<file path="src/rtl/mult_hilo_unit.sv">
// Shift-add multiplier with HI/LO registers; stalls the PC while running.
// Define MULT_SIGNED_EN to add MULT (signed) support via sign-magnitude.
module mult_hilo_unit #(
  parameter int WIDTH = 32,
  parameter int CNT_W = 6
) (
  input  logic             clk,
  input  logic             rst,
  input  logic             start,
  input  logic             is_signed,
  input  logic [WIDTH-1:0] op_a,
  input  logic [WIDTH-1:0] op_b,
  input  logic             rd_sel,
  output logic [WIDTH-1:0] rd_data,
  output logic             stall,
  output logic             busy,
  output logic             done,
  output logic [WIDTH-1:0] hi,
  output logic [WIDTH-1:0] lo
);

  typedef enum logic [1:0] {
    IDLE,
    RUN,
    DONE
  } state_t;

  localparam logic [CNT_W-1:0] LAST = CNT_W'(WIDTH - 1);

  state_t           state;
  logic [WIDTH-1:0] mcand;
  logic [CNT_W-1:0] cnt;
  logic [WIDTH:0]   sum;
  logic [2*WIDTH-1:0] step;
  logic [2*WIDTH-1:0] fin;
  logic [WIDTH-1:0] ld_a;
  logic [WIDTH-1:0] ld_b;
  logic             ld_neg;

`ifdef MULT_SIGNED_EN
  logic neg;

  // Signed requests latch magnitudes; the sign is restored at the end
  always_comb begin
    ld_a   = op_a;
    ld_b   = op_b;
    ld_neg = 1'b0;
    if (is_signed) begin
      ld_a   = op_a[WIDTH-1] ? (~op_a + 1'b1) : op_a;
      ld_b   = op_b[WIDTH-1] ? (~op_b + 1'b1) : op_b;
      ld_neg = op_a[WIDTH-1] ^ op_b[WIDTH-1];
    end
  end

  // Final product, negated when the operand signs differed
  always_comb begin
    fin = neg ? (~step + 1'b1) : step;
  end
`else
  logic unused_is_signed;

  // Unsigned only: operands go straight in
  always_comb begin
    ld_a             = op_a;
    ld_b             = op_b;
    ld_neg           = 1'b0;
    unused_is_signed = is_signed ^ ld_neg;
  end

  // No sign fix-up in the unsigned build
  always_comb begin
    fin = step;
  end
`endif

  // One shift-add iteration: add mcand when LSB set, shift {carry,hi,lo}
  always_comb begin
    sum  = {1'b0, hi} + (lo[0] ? {1'b0, mcand} : '0);
    step = {sum, lo[WIDTH-1:1]};
  end

  // Stall on request in IDLE and throughout RUN; release in DONE
  always_comb begin
    stall = busy | ((state == IDLE) & start);
  end

  // MFHI/MFLO read port
  always_comb begin
    rd_data = rd_sel ? hi : lo;
  end

  // Control FSM with datapath registers and registered busy/done
  always_ff @(posedge clk or posedge rst) begin
    if (rst) begin
      state <= IDLE;
      hi    <= '0;
      lo    <= '0;
      mcand <= '0;
      cnt   <= '0;
      busy  <= 1'b0;
      done  <= 1'b0;
`ifdef MULT_SIGNED_EN
      neg   <= 1'b0;
`endif
    end else begin
      unique case (state)
        IDLE: begin
          done <= 1'b0;
          if (start) begin
            mcand <= ld_a;
            hi    <= '0;
            lo    <= ld_b;
            cnt   <= '0;
            busy  <= 1'b1;
            state <= RUN;
`ifdef MULT_SIGNED_EN
            neg   <= ld_neg;
`endif
          end
        end
        RUN: begin
          cnt <= cnt + 1'b1;
          if (cnt == LAST) begin
            {hi, lo} <= fin;
            busy     <= 1'b0;
            done     <= 1'b1;
            state    <= DONE;
          end else begin
            {hi, lo} <= step;
          end
        end
        DONE: begin
          done  <= 1'b0;
          state <= IDLE;
        end
        default: begin
          busy  <= 1'b0;
          done  <= 1'b0;
          state <= IDLE;
        end
      endcase
    end
  end

endmodule

</file>
<file path="config.mk">
export PLATFORM = sky130hd
export DESIGN_NAME = mult_hilo_unit
export DESIGN_NICKNAME = d
export VERILOG_FILES = /design/src/rtl/mult_hilo_unit.sv
export SDC_FILE = /design/constraint.sdc
export NUM_CORES = 1
export LEC_CHECK = 0
export ABC_CLOCK_PERIOD_IN_PS = 3100
export CAP_MARGIN = 5
export CORE_UTILIZATION = 30
export CTS_CLUSTER_SIZE = 8
export DETAILED_ROUTE_END_ITERATION = 8
export DONT_BUFFER_PORTS = 1
export PLACE_DENSITY = 0.49
export SLEW_MARGIN = 20
export SYNTH_ARGS = -nofsm -noshare
export SYNTH_HDL_FRONTEND = slang
export SYNTH_SLANG_ARGS = --single-unit
</file>
<file path="constraint.sdc">
create_clock -name clk -period 3.1 [get_ports clk]
set_input_delay 0.31 -clock clk [delete_from_list [all_inputs] [get_ports clk]]
set_output_delay 0.31 -clock clk [all_outputs]
set_load 0.02 [all_outputs]
</file>
==> metrics.yaml <==
drc_errors: 23
layout-drive-gt1-share: 0.2056
grt_overflow: 0
final_nets: 852
crit_chain: "buf_2 > and2_1 > ha_1 > and2_4 > a21o_1 > a211o_1 > nor3b_4 > nor4_1 > or4_1 > a32o_1"
cap_viol_max_count: 0
place_congestion: 0.8791
grt_usage: 0.1836
setup_tns_ns: 0
start_util: 0.3075
crit-reg2reg-launch: "lo[0]$_DFFE_PP0P_"
grt_pass1_wl_um: 33230
critical_path_buf_inv_count: 1
ir_worst_vdd_v: 0.0003154
worstSkewPairLatency_ns: 0.36
fmax_mhz: 336.4
relSlewSlack: 0.4468
hold_path.startpoint: "op_a[29]"
seq_area_frac_synth: 0.3929
syn_area_per_cell_um2: 9.351
clock_path_buffers: 2
end_kind: "register"
fin_util: 0.3534
synth_async_sr_flop_share: 1.000
syn_area_um2: 6751
post_drt_via_cell_ratio: 5.423
cts_htree_levels: 3
fillers: 2203
leakagePower_nw: 3.297
power_density_nw_per_um2: 1219
final_cells: 1034
dp_hpwl_um: 15970
ys_ff_latch: 106
status: "finished, violations left"
wl_um: 20860
synthCells: 722
syn-num-nets: 825
std_cell_rows: 54
die_area_um2: 23110
path_class: "register to register"
hold_path_end: "mcand[29]$_DFFE_PP0P_"
rsz0062_at_grt: "true"
cts-buffers-inserted: 9
antenna_cells: 0
num_vias: 5607
synthDistinctLibCells: 53
areaGrowthSynthToFinish_pct: 14.94
ant_nets: 0
yosys.area.top_type: "dfrtp_1"
cp.required_ns: 3.35
clk_pin_slew_ns: 0.08
die_y_um: 152.0
cpPeakStageDelay_ns: 0.46
drt_iter0_drc: 355
synth_top_area_share: 0.3929
rr_worst_depth: 10
chipWidth_um: 152.0
cpMaxStageDelayCell: "dfrtp_2"
setup_viol: 0
synth.top_cells.by_area: "dfrtp_1, mux2_2, ha_1, o21ai_0, a21oi_1"
drt-pass1-iter-count: 8
hold_depth: 1
slew_viol_final: 0
synth_top_flop_cell: "dfrtp_1"
crit_arrival_ns: 3.22
hold_viol_final: 0
cp_max_fo: 7
ys_warn_count: 0
tightestPinTransition_ns: 0.8293
place_inst: 1016
coreArea_um2: 21960
cts_tree: "built"
synth_edf_count: 0
wl_per_cell_um: 20.17
r2r_setup_slack_ns: 0.13
grt_pass1_vias: 5739
rr_endpoint: "hi[29]$_DFFE_PP0P_"
grt_start_max_net_pins: 49
cp_top_family: "simple AND/OR/NAND/NOR gates"
layout_min_cycle_time_ns: 2.973
antenna_found_initial: 3
portBuffers: 0
fin_skew_ns: 0.01332
io_pins: 168
numClockSinks: 106
hold_class: "input port to register"
cts-root-buf: "clkbuf_16"
fin_crit_sh: 0.9589
start_kind: "register"
violations: "DRC"
-- synth_stat cells, drive strengths merged (6+ instances only) --
cell type  instances
or3                7
nand4              9
a21oi             60
nor2b             37
o21ai             76
clkbuf            37
nor3               7
ha                33
nand3             13
nor2              32
inv               11
buf                6
a22oi             33
xor2               6
nand2b            11
and2              34
a21o              10
dfrtp            106
xnor2             11
o31ai              9
nand2             49
mux2              64
-- layout by cell type (no fill, tap or decap), types with 5 or more instances in the layout --
cell type | synthesis | routed
inv_1 | 11 | 10
xnor2_1 | 11 | 11
nand2b_1 | 11 | 11
a21oi_1 | 60 | 59
a21o_1 | 10 | 10
nand3_1 | 13 | 13
buf_4 | 0 | 56
or3_1 | 7 | 7
nor2b_1 | 37 | 34
dfrtp_1 | 106 | 105
nor3_1 | 6 | 6
and2_1 | 33 | 33
o31ai_1 | 9 | 9
nand4_1 | 9 | 9
ha_1 | 33 | 32
nor2_1 | 32 | 32
xor2_1 | 6 | 6
a22oi_1 | 33 | 33
mux2_2 | 64 | 64
clkbuf_16 | 0 | 9
o21ai_0 | 75 | 75
o21a_1 | 5 | 5
nand2_1 | 49 | 49
-- cell families after synthesis --
logic type               Yosys count  share of synthesized area
AND/OR/NAND/NOR                  214                     0.1686
flip-flops                       106                     0.3929
buffers and inverters             54                    0.03021
adder cells (fa/ha/maj)           34                    0.06412
XOR/XNOR                          17                    0.02205
AO/OA/AOI/OAI                    231                     0.2124
multiplexers                      66                     0.1097
-- through the flow --
| step | cell area (um^2) | worst slack [ns] | power [mW] | hold WS, ns |
|---|---|---|---|---|
| global route | 7760 | -0.02625 | 10.23 | 0.07821 |
| detailed placement | 7403 | -0.01325 | 8.235 | 0.3247 |
| global placement | 7403 | 0.0001716 | 8.117 | 0.3141 |
| finish | 7760 | 0.1274 | 9.460 | 0.09591 |
| floorplan | 6751 | 0.001108 | 6.549 | 0.4552 |
| CTS | 7719 | 0.01950 | 9.478 | 0.08417 |
-- timing repair --
action                                  CTS  global route
hold buffers                              1             0
hold endpoints to repair                 46             0
pin swaps                                 0             2
resized for setup                         1             5
setup buffers                             0             1
endpoints found under the setup margin    3             7
-- power breakdown --
part	internal [mW]	switching, mW	leakage (nW)
clock	0.655	0.552	0.150
sequential	2.07	1.04	1.29
combinational	2.24	2.91	1.86
-- registers in the layout (all words and copies together), names as in the netlist --
| register | cells |
|---|---|
| busy | 1 |
| cnt | 6 |
| done | 1 |
| hi | 32 |
| lo | 32 |
| mcand | 32 |
| state | 2 |
-- final cells by class --
class                      count  area, um^2  area share
tap                          280       350.3     0.04515
clock inverter                 5       61.31    0.007901
clock buffer                  11       242.7     0.03128
timing repair buffer          59       455.4     0.05869
sequential                   106        2654      0.3420
inverter                      11       43.79    0.005643
multi-input combinational    562        3953      0.5094
-- per-layer routing --
layer  vias to the layer above  track usage  wire (um)
met5                         -            0          0
met4                         0      0.05345        284
met3                        22      0.04335       1398
met2                       177       0.2948       9503
met1                      2704       0.2457       9673
li1                       2704            -          -
-- worst max-delay path by stage --
stage | start | to | slack (ns) | cells after the start
4_1_cts | lo[0]$_DFFE_PP0P_ | hi[30]$_DFFE_PP0P_ | 0.02 | 10
3_3_place_gp | lo[0]$_DFFE_PP0P_ | hi[29]$_DFFE_PP0P_ | 0.0002 | 10
5_1_grt | lo[0]$_DFFE_PP0P_ | hi[24]$_DFFE_PP0P_ | -0.03 | 10
6_report | lo[0]$_DFFE_PP0P_ | hi[29]$_DFFE_PP0P_ | 0.13 | 10
3_5_place_dp | lo[0]$_DFFE_PP0P_ | hi[30]$_DFFE_PP0P_ | -0.01 | 10
2_1_floorplan | rst | busy$_DFFE_PP0P_ | 0.001 | 1
No activity file was read; power rests on OpenSTA's default activity.
